### config.mk
export PLATFORM = sky130hd
export DESIGN_NAME = alu_issue_ctrl
export DESIGN_NICKNAME = d
export VERILOG_FILES = /design/src/rtl/alu_issue_ctrl.sv
export SDC_FILE = /design/constraint.sdc
export NUM_CORES = 1
export LEC_CHECK = 0
export CORE_MARGIN = 3
export CORE_UTILIZATION = 45
export DETAILED_ROUTE_END_ITERATION = 8
export GPL_ROUTABILITY_DRIVEN = 0
export PLACE_DENSITY = 0.93
export SLEW_MARGIN = 25
export SYNTH_ARGS = -nofsm -noshare
export SYNTH_HDL_FRONTEND = slang
export SYNTH_SLANG_ARGS = --single-unit
### constraint.sdc
create_clock -name clk -period 3.5 [get_ports clk]
set_clock_uncertainty 0.2 [all_clocks]
set_input_delay 0.7 -clock clk [delete_from_list [all_inputs] [get_ports clk]]
set_output_delay 0.7 -clock clk [all_outputs]
set_load 0.01 [all_outputs]
### src/rtl/alu_issue_ctrl.sv
// Issue-side ALU controller: decodes one MIPS instruction to an aluc code and
// a/b operands, drives the combinational ALU from registers, and returns a
// write-back packet (result, dest, wen, branch/taken, trap, illegal, flags).
// Ports: clk/rst; in_valid/in_ready + instr/rs_val/rt_val request side;
// alu_a/alu_b/alu_aluc to ALU, alu_r + flags back; out_valid/out_ready + out_*.
module alu_issue_ctrl (
  input  logic        clk,
  input  logic        rst,
  input  logic        in_valid,
  output logic        in_ready,
  input  logic [31:0] instr,
  input  logic [31:0] rs_val,
  input  logic [31:0] rt_val,
  output logic [31:0] alu_a,
  output logic [31:0] alu_b,
  output logic [3:0]  alu_aluc,
  input  logic [31:0] alu_r,
  input  logic        alu_zero,
  input  logic        alu_carry,
  input  logic        alu_negative,
  input  logic        alu_overflow,
  output logic        out_valid,
  input  logic        out_ready,
  output logic [31:0] out_result,
  output logic [4:0]  out_wreg,
  output logic        out_wen,
  output logic        out_branch,
  output logic        out_taken,
  output logic        out_trap,
  output logic        out_illegal,
  output logic [3:0]  out_flags
);

  typedef enum logic [1:0] {IDLE, EXEC, DONE} state_t;

  localparam logic [3:0] ADDU = 4'h0;
  localparam logic [3:0] SUBU = 4'h1;
  localparam logic [3:0] ADD  = 4'h2;
  localparam logic [3:0] SUB  = 4'h3;
  localparam logic [3:0] AND  = 4'h4;
  localparam logic [3:0] OR   = 4'h5;
  localparam logic [3:0] XOR  = 4'h6;
  localparam logic [3:0] NOR  = 4'h7;
  localparam logic [3:0] LUI  = 4'h8;
  localparam logic [3:0] SLTU = 4'ha;
  localparam logic [3:0] SLT  = 4'hb;
  localparam logic [3:0] SRA  = 4'hc;
  localparam logic [3:0] SRL  = 4'hd;
  localparam logic [3:0] SLL  = 4'he;

  state_t state, state_nx;

  logic [5:0]  op, fn;
  logic [15:0] imm;
  logic [31:0] sx, zx, sh_i, sh_v;
  logic [31:0] d_a, d_b;
  logic [3:0]  d_aluc;
  logic [4:0]  d_wreg;
  logic        d_br, d_bne, d_ill, d_trap_en;

  logic [4:0]  wreg_q;
  logic        br_q, bne_q, ill_q, trap_en_q;
  logic        trap_c;
  logic        unused_rs;

  // rs index is not needed: the register file already supplied rs_val
  assign unused_rs = ^instr[25:21];

  assign op   = instr[31:26];
  assign fn   = instr[5:0];
  assign imm  = instr[15:0];
  assign sx   = {{16{imm[15]}}, imm};
  assign zx   = {16'b0, imm};
  assign sh_i = {27'b0, instr[10:6]};
  assign sh_v = {27'b0, rs_val[4:0]};

  always_comb begin
    d_a    = rs_val;
    d_b    = rt_val;
    d_aluc = ADDU;
    d_wreg = (op == 6'h00) ? instr[15:11] : instr[20:16];
    d_br   = 1'b0;
    d_bne  = 1'b0;
    d_ill  = 1'b0;
    case (op)
      6'h00: begin
        case (fn)
          6'h20: d_aluc = ADD;
          6'h21: d_aluc = ADDU;
          6'h22: d_aluc = SUB;
          6'h23: d_aluc = SUBU;
          6'h24: d_aluc = AND;
          6'h25: d_aluc = OR;
          6'h26: d_aluc = XOR;
          6'h27: d_aluc = NOR;
          6'h2a: d_aluc = SLT;
          6'h2b: d_aluc = SLTU;
          6'h00: begin d_aluc = SLL; d_a = sh_i; end
          6'h02: begin d_aluc = SRL; d_a = sh_i; end
          6'h03: begin d_aluc = SRA; d_a = sh_i; end
          6'h04: begin d_aluc = SLL; d_a = sh_v; end
          6'h06: begin d_aluc = SRL; d_a = sh_v; end
          6'h07: begin d_aluc = SRA; d_a = sh_v; end
          default: d_ill = 1'b1;
        endcase
      end
      6'h04, 6'h05: begin
        d_aluc = SUBU;
        d_br   = 1'b1;
        d_bne  = op[0];
        d_wreg = 5'd0;
      end
      6'h08: begin d_aluc = ADD;  d_b = sx; end
      6'h09: begin d_aluc = ADDU; d_b = sx; end
      6'h0a: begin d_aluc = SLT;  d_b = sx; end
      6'h0b: begin d_aluc = SLTU; d_b = sx; end
      6'h0c: begin d_aluc = AND;  d_b = zx; end
      6'h0d: begin d_aluc = OR;   d_b = zx; end
      6'h0e: begin d_aluc = XOR;  d_b = zx; end
      6'h0f: begin d_aluc = LUI;  d_a = '0; d_b = zx; end
      default: d_ill = 1'b1;
    endcase
    if (d_ill) begin
      d_a    = '0;
      d_b    = '0;
      d_aluc = ADDU;
      d_wreg = 5'd0;
    end
  end

  assign d_trap_en = !d_ill && (d_aluc == ADD || d_aluc == SUB);

  always_ff @(posedge clk) begin
    if (rst) state <= IDLE;
    else     state <= state_nx;
  end

  always_comb begin
    state_nx = state;
    case (state)
      IDLE:    if (in_valid) state_nx = EXEC;
      EXEC:    state_nx = DONE;
      DONE:    if (out_ready) state_nx = IDLE;
      default: state_nx = IDLE;
    endcase
  end

  assign in_ready  = (state == IDLE);
  assign out_valid = (state == DONE);
  assign trap_c    = trap_en_q && (alu_overflow === 1'b1);

  always_ff @(posedge clk) begin
    if (rst) begin
      alu_a       <= '0;
      alu_b       <= '0;
      alu_aluc    <= ADDU;
      wreg_q      <= '0;
      br_q        <= 1'b0;
      bne_q       <= 1'b0;
      ill_q       <= 1'b0;
      trap_en_q   <= 1'b0;
      out_result  <= '0;
      out_wreg    <= '0;
      out_wen     <= 1'b0;
      out_branch  <= 1'b0;
      out_taken   <= 1'b0;
      out_trap    <= 1'b0;
      out_illegal <= 1'b0;
      out_flags   <= '0;
    end else if (state == IDLE && in_valid) begin
      alu_a     <= d_a;
      alu_b     <= d_b;
      alu_aluc  <= d_aluc;
      wreg_q    <= d_wreg;
      br_q      <= d_br;
      bne_q     <= d_bne;
      ill_q     <= d_ill;
      trap_en_q <= d_trap_en;
    end else if (state == EXEC) begin
      out_result  <= ill_q ? 32'd0 : alu_r;
      out_wreg    <= wreg_q;
      out_wen     <= (wreg_q != 5'd0) && !br_q && !ill_q && !trap_c;
      out_branch  <= br_q;
      out_taken   <= br_q && (bne_q ^ (alu_zero === 1'b1));
      out_trap    <= trap_c;
      out_illegal <= ill_q;
      // a floating flag line reads as 0
      out_flags   <= {alu_carry === 1'b1, alu_negative === 1'b1,
                      alu_overflow === 1'b1, alu_zero === 1'b1};
    end
  end

endmodule

# Word-level counts from Yosys, hierarchy flattened
# Cells that the tools add are included.
# word_totals
reg_bits	125
in_bits	136
out_inout_bits	116
# classes
eq_ne	35
muxes	19
bitwise_logic	2
reduce_logical	28
# ops
operator	n
case mux 32 bit (2 select lines)	3
2-to-1 mux 32 bit	3
equality test 6 bit, second input constant	10
equality test 6 x 4 -> 1 bit, second input constant	8
case mux 4 bit (12 select lines)	1
case mux 4 bit (9 select lines)	1
equality test 6 x 3 -> 1 bit, second input constant	5
OR reduction 16 bit	1
2-to-1 mux 5 bit	3
equality test 6 x 2 -> 1 bit, second input constant	2
logical NOT 6 bit	2
OR reduction 10 bit	1
equality test 4 x 2 -> 1 bit, second input constant	2
OR reduction 2 bit	4
OR reduction 4 bit	2
logical AND 1 bit	7
case mux 2 bit (3 select lines)	1
OR reduction 3 bit	2
nonzero test 5 bit	1
case equality test 1 bit, second input constant	4
logical NOT 1 bit	4
2-to-1 mux 2 bit	2
2-to-1 mux 4 bit	1
AND reduction 2 bit	2
10 further kinds	12

# Logic depth before layout (Yosys ltp)
# depth
depth_word	8
mapped_depth	7
depth_no_buf	5

# Worst setup path after synthesis
# Ideal clock, no wire load.
# synth_path
path_kind	in2reg
from	input instr[27]
to	register alu_b[10]
setup_time_ns	0.128
t_arrival_ns	2.132
required_time_ns	3.172
slack_ns	1.041
cell_stages	6
path_cell_list	or4_4 a211oi_4 a211oi_4 buf_2 a22oi_1 nor2_1
# synth_via
elab_chain_len	4
word_cells_on_any_way	17
cone_classes	10 x eq/ne; 3 x mux; 4 x reduce/logical
# synth_rtl
element	line_no	source
start, declared	11	input logic [31:0] instr,
equality test 6 x 4 -> 1 bit or equality test 6 x 3 -> 1 bit (tied branches)	85	case (op)
OR reduction 10 bit (no line) or OR reduction 4 bit (tied branches)	-	
case mux 1 bit (2 select lines) or case mux 32 bit (2 select lines) (tied branches)	85	
2-to-1 mux 32 bit *	123	if (d_ill) begin
end signal, assigned	155	alu_b <= '0;
end signal, assigned	172	alu_b <= d_b;
end, declared	15	output logic [31:0] alu_b,
# Mark *: on every way between the ends. The rest lies on a longest branch, timed or not.
# A chain may end at the register's enable or synchronous reset.

# Final worst setup path
# layout_path
from	input instr[26]
to	register alu_b[15]
# The elaborated chain is that of the path after synthesis.

==> reports/results.md <==
| Item | Value | Unit |
| --- | --- | --- |
| Count of cells resized by post-cts repair | 0 | - |
| Drt first-iter violations | 422 | - |
| Slew at the pin with the worst max-slew slack | 1.00 | ns |
| Crit path kind | in2reg | - |
| Peak VDD IR | 0.345 | mV |
| Area of the die | 13400 | um2 |
| Diode insertion count for antenna repair | 0 | - |
| Power per unit of standard cell area | 451 | nW/um2 |
| Mean cell area of the mapped netlist | 8.54 | um2 |
| Leakage power total | 3.24 | nW |
| Final standard cell count with taps included and fillers excluded | 1024 | - |
| Yosys warning total | 0 | - |
| Vias in the first global route | 5524 | - |
| Kind of path behind the tightest hold check | reg2reg | - |
| Via count | 5648 | - |
| Kind of cell adding the most delay to the critical path | compound AO/OA/AOI/OAI gates | - |
| Fraction of power spent switching nets | 23.8 | % |
| Cell breakdown of the critical path | clkdlybuf4s50_1 > nor2b_1 > o21ba_2 > a2111oi_4 > buf_4 > o21ai_0 > a21oi_1 | - |
| Internal cell power | 0.00297 | W |
| Layout cells sized above 1 | 8.97 | % |
| Final layout net count | 1004 | - |
| Via-per-instance ratio | 5.52 | - |
| Share of the clock period used by the worst path | 81.8 | % |
| Most Crowded Layer GR | met2 | - |
| Maximum buffer depth of the clock tree | 2 | - |
| Starting density of the core | 46.8 | % |
| CP Buf/Inv Count | 2 | - |
| Aggregate global-route resource usage | 26.0 | % |
| Routed wire length | 18.2 | mm |
| Wire length per cell after detailed routing | 17.8 | um |
| First-pass GRT wire length | 27.4 | mm |
| CTS clock-pin slew for the worst setup and hold paths | 0.05 | ns |
| Clock latency of the later-clocked register in the worst-skew pair | 0.41 | ns |
| Final hold violation count | 0 | - |
| Number of clock sinks | 125 | - |
| Gate power share | 13.2 | % |
| Area of the mapped netlist | 5430 | um2 |
| CP max-delay cell | sky130_fd_sc_hd__a2111oi_4 | - |
| Number of flops mapped to enable cells by yosys | 0 | - |
| Sum of negative setup slack | 0 | ns |
| Distinct cell type count of the synthesized netlist | 52 | - |
| Reported net switching power | 0.000930 | W |
| Max-slew headroom | 32.9 | % |
| DP Cell Count | 992 | - |
| Count of fill cells added during filler insertion | 811 | - |
| Fraction of registers with async set/reset | 0 | % |
| Clock root cell | sky130_fd_sc_hd__clkbuf_16 | - |
| Number of core rows | 39 | - |
| Pin count of the biggest net entering global routing | 63 | - |
| Number of antenna violations at the first check in global routing | 0 | - |
| Final setup violation count | 0 | - |
| TritonCTS clock tree | yes | - |
| Top achievable clock speed | 349 | MHz |
| Commonest register cell after synthesis | sky130_fd_sc_hd__dfxtp_1 | - |
| Setup bufs post-CTS | 0 | - |
| Grt ovf | 0 | - |
| Share of total power in the clock network | 48.6 | % |
| Synthesized net count | 772 | - |
| Post-layout min period | 2.86 | ns |
| Data required time at the worst endpoint | 3.63 | ns |
| Remaining routing DRC violations | 0 | - |
| Worst Setup Slack, final | 0.637 | ns |
| Number of register bits inferred by synthesis | 125 | - |
| Sequential fraction of design power | 38.2 | % |
| Met3 Use GR | 9.03 | % |
| Die height | 116 | um |
| Result of the run | finished clean | - |
| Critical path fanouts, max | 12 | - |
| Post-Synthesis Cells | 636 | - |
| Post-detailed-placement half-perimeter wirelength | 12.7 | mm |
| Sequential share of the synthesized area | 46.1 | % |
| Worst Setup End Kind | flop | - |
| CTS Buf Count | 17 | - |
| Number of hold buffers added after CTS | 0 | - |
| Horizontal die dimension | 116 | um |
| Area used by sequential logic in the layout | 2500 | um2 |
| Area grow syn2layout | 59.2 | % |
| Met1 demand-to-capacity share in global routing | 30.3 | % |
| Setup repair after global routing missed its margin | false | - |
| Initial DRT Pass Iterations | 5 | - |
| Startpoint type of the worst setup path | primary input | - |
| Max-Cap Viols | 0 | - |
| Met2 Resource Use GR | 43.6 | % |
| Area used by multi-input combinational logic | 2690 | um2 |
| IO Pins | 252 | - |
| Maximum single-stage delay on the critical path | 0.64 | ns |
| Number of H-tree levels | 4 | - |
| Number of nets with antenna violations after routing | 0 | - |
| Number of buffer cells added on primary ports | 246 | - |
| Post-place setup slack | 0.260 | ns |
| Core region area | 11600 | um2 |
| Max-slew violation count | 0 | - |
| CP Data Arrival Time | 2.99 | ns |
stage by stage:
stage	hold slack, ns	instance area [um2]	util, %	total power, W
floorplan	0.238	5430	-	0.00174
global placement	0.237	8010	69.0	0.00202
detailed placement	0.243	8010	69.0	0.00203
CTS	0.251	8650	74.5	0.00392
global route	0.263	8650	74.5	0.00403
finish	0.248	8650	74.5	0.00390
worst register-to-register path, stage by stage, from the launching register on:
cell,delay (ns)
sky130_fd_sc_hd__dfxtp_1,0.37
sky130_fd_sc_hd__nor3b_2,0.29
sky130_fd_sc_hd__nand2_1,0.24
sky130_fd_sc_hd__a2111oi_4,0.64
sky130_fd_sc_hd__buf_4,0.34
sky130_fd_sc_hd__o21ai_0,0.13
sky130_fd_sc_hd__a21oi_1,0.15
cells by family (layout without fill, tap and decap cells):
| family | Yosys count | in the layout | synth area share, % |
|---|---|---|---|
| flip-flops | 125 | 125 | 46.1 |
| AND/OR/NAND/NOR | 261 | 261 | 22.5 |
| buffers and inverters | 59 | 304 | 4.72 |
| multiplexers | 10 | 10 | 1.84 |
| AO/OA/AOI/OAI | 179 | 179 | 24.6 |
| XOR/XNOR | 2 | 2 | 0.322 |
registers in the layout, summed over array words and instances (netlist names):
signal	cells
trap_en_q	1
bne_q	1
out_flags	4
alu_aluc	4
out_trap	1
out_branch	1
out_taken	1
alu_a	32
br_q	1
ill_q	1
out_wreg	5
alu_b	32
out_wen	1
out_illegal	1
out_result	32
wreg_q	5
state	2
per-layer routing:
layer,share of wire (%),vias up
met5,0,-
met1,40,2633
met2,48,264
li1,-,2708
met3,9.6,43
met4,2.9,0
worst paths after layout:
| kind | from | end | slack, ns | cells after the start |
|---|---|---|---|---|
| min | out_result[14] | out_result[14] | 0.25 | 2 |
| max reg2reg | state[1] | alu_b[15] | 1.07 | 6 |
| max | instr[26] | alu_b[15] | 0.64 | 7 |
| min reg2reg | out_result[14] | out_result[14] | 0.25 | 2 |
Yosys cell counts (3+ instances only):
cell / count / share of area (%)
sky130_fd_sc_hd__clkbuf_1: 41 / 2.8
sky130_fd_sc_hd__dfxtp_1: 125 / 46
sky130_fd_sc_hd__a211oi_1: 3 / 0.41
sky130_fd_sc_hd__o41ai_1: 3 / 0.48
sky130_fd_sc_hd__a22oi_1: 25 / 3.5
sky130_fd_sc_hd__nand3b_1: 38 / 5.2
sky130_fd_sc_hd__nand2b_1: 8 / 0.92
sky130_fd_sc_hd__a21o_1: 17 / 2.3
sky130_fd_sc_hd__inv_1: 4 / 0.28
sky130_fd_sc_hd__nor2b_1: 4 / 0.46
sky130_fd_sc_hd__o21ai_0: 17 / 1.6
sky130_fd_sc_hd__nand2_1: 112 / 7.7
sky130_fd_sc_hd__buf_2: 10 / 0.92
sky130_fd_sc_hd__mux2i_1: 10 / 1.8
sky130_fd_sc_hd__nand3_1: 5 / 0.46
sky130_fd_sc_hd__a32oi_1: 29 / 4.7
sky130_fd_sc_hd__a22oi_2: 9 / 2.1
sky130_fd_sc_hd__nor2_1: 78 / 5.4
sky130_fd_sc_hd__buf_6: 3 / 0.62
sky130_fd_sc_hd__a21oi_1: 54 / 5.0
cell usage in the layout, fill, tap and decap left out, types with 7 or more instances in the layout:
cell and instances:
sky130_fd_sc_hd__nand3b_1 38, sky130_fd_sc_hd__a32oi_1 29, sky130_fd_sc_hd__mux2i_1 10, sky130_fd_sc_hd__o21ai_0 17, sky130_fd_sc_hd__a21oi_1 54, sky130_fd_sc_hd__a22oi_2 9
sky130_fd_sc_hd__a21o_1 17, sky130_fd_sc_hd__buf_4 23, sky130_fd_sc_hd__clkdlybuf4s50_1 245, sky130_fd_sc_hd__a22oi_1 25, sky130_fd_sc_hd__nand2_1 111, sky130_fd_sc_hd__dfxtp_1 125
sky130_fd_sc_hd__nand2b_1 7, sky130_fd_sc_hd__clkbuf_16 17, sky130_fd_sc_hd__nor2_1 78
power groups by stage:
stage / combinational (W) / sequential, W / clock [W]
after floorplan: 0.000214 / 0.00153 / 0
after global placement: 0.000501 / 0.00152 / 0
after detailed placement: 0.000511 / 0.00152 / 0
after CTS: 0.000514 / 0.00149 / 0.00192
after global routing: 0.000552 / 0.00149 / 0.00198
final: 0.000515 / 0.00149 / 0.00190
final cells by class:
type                            instances  share of cell area [%]
Tap cell                              143                    2.07
Clock buffer                           19                    5.23
Clock inverter                         13                    2.15
Timing Repair Buffer                  268                    30.3
Inverter                                4                   0.174
Sequential cell                       125                    28.9
Multi-Input combinational cell        452                    31.1
Power figures use the tool's default switching activity.
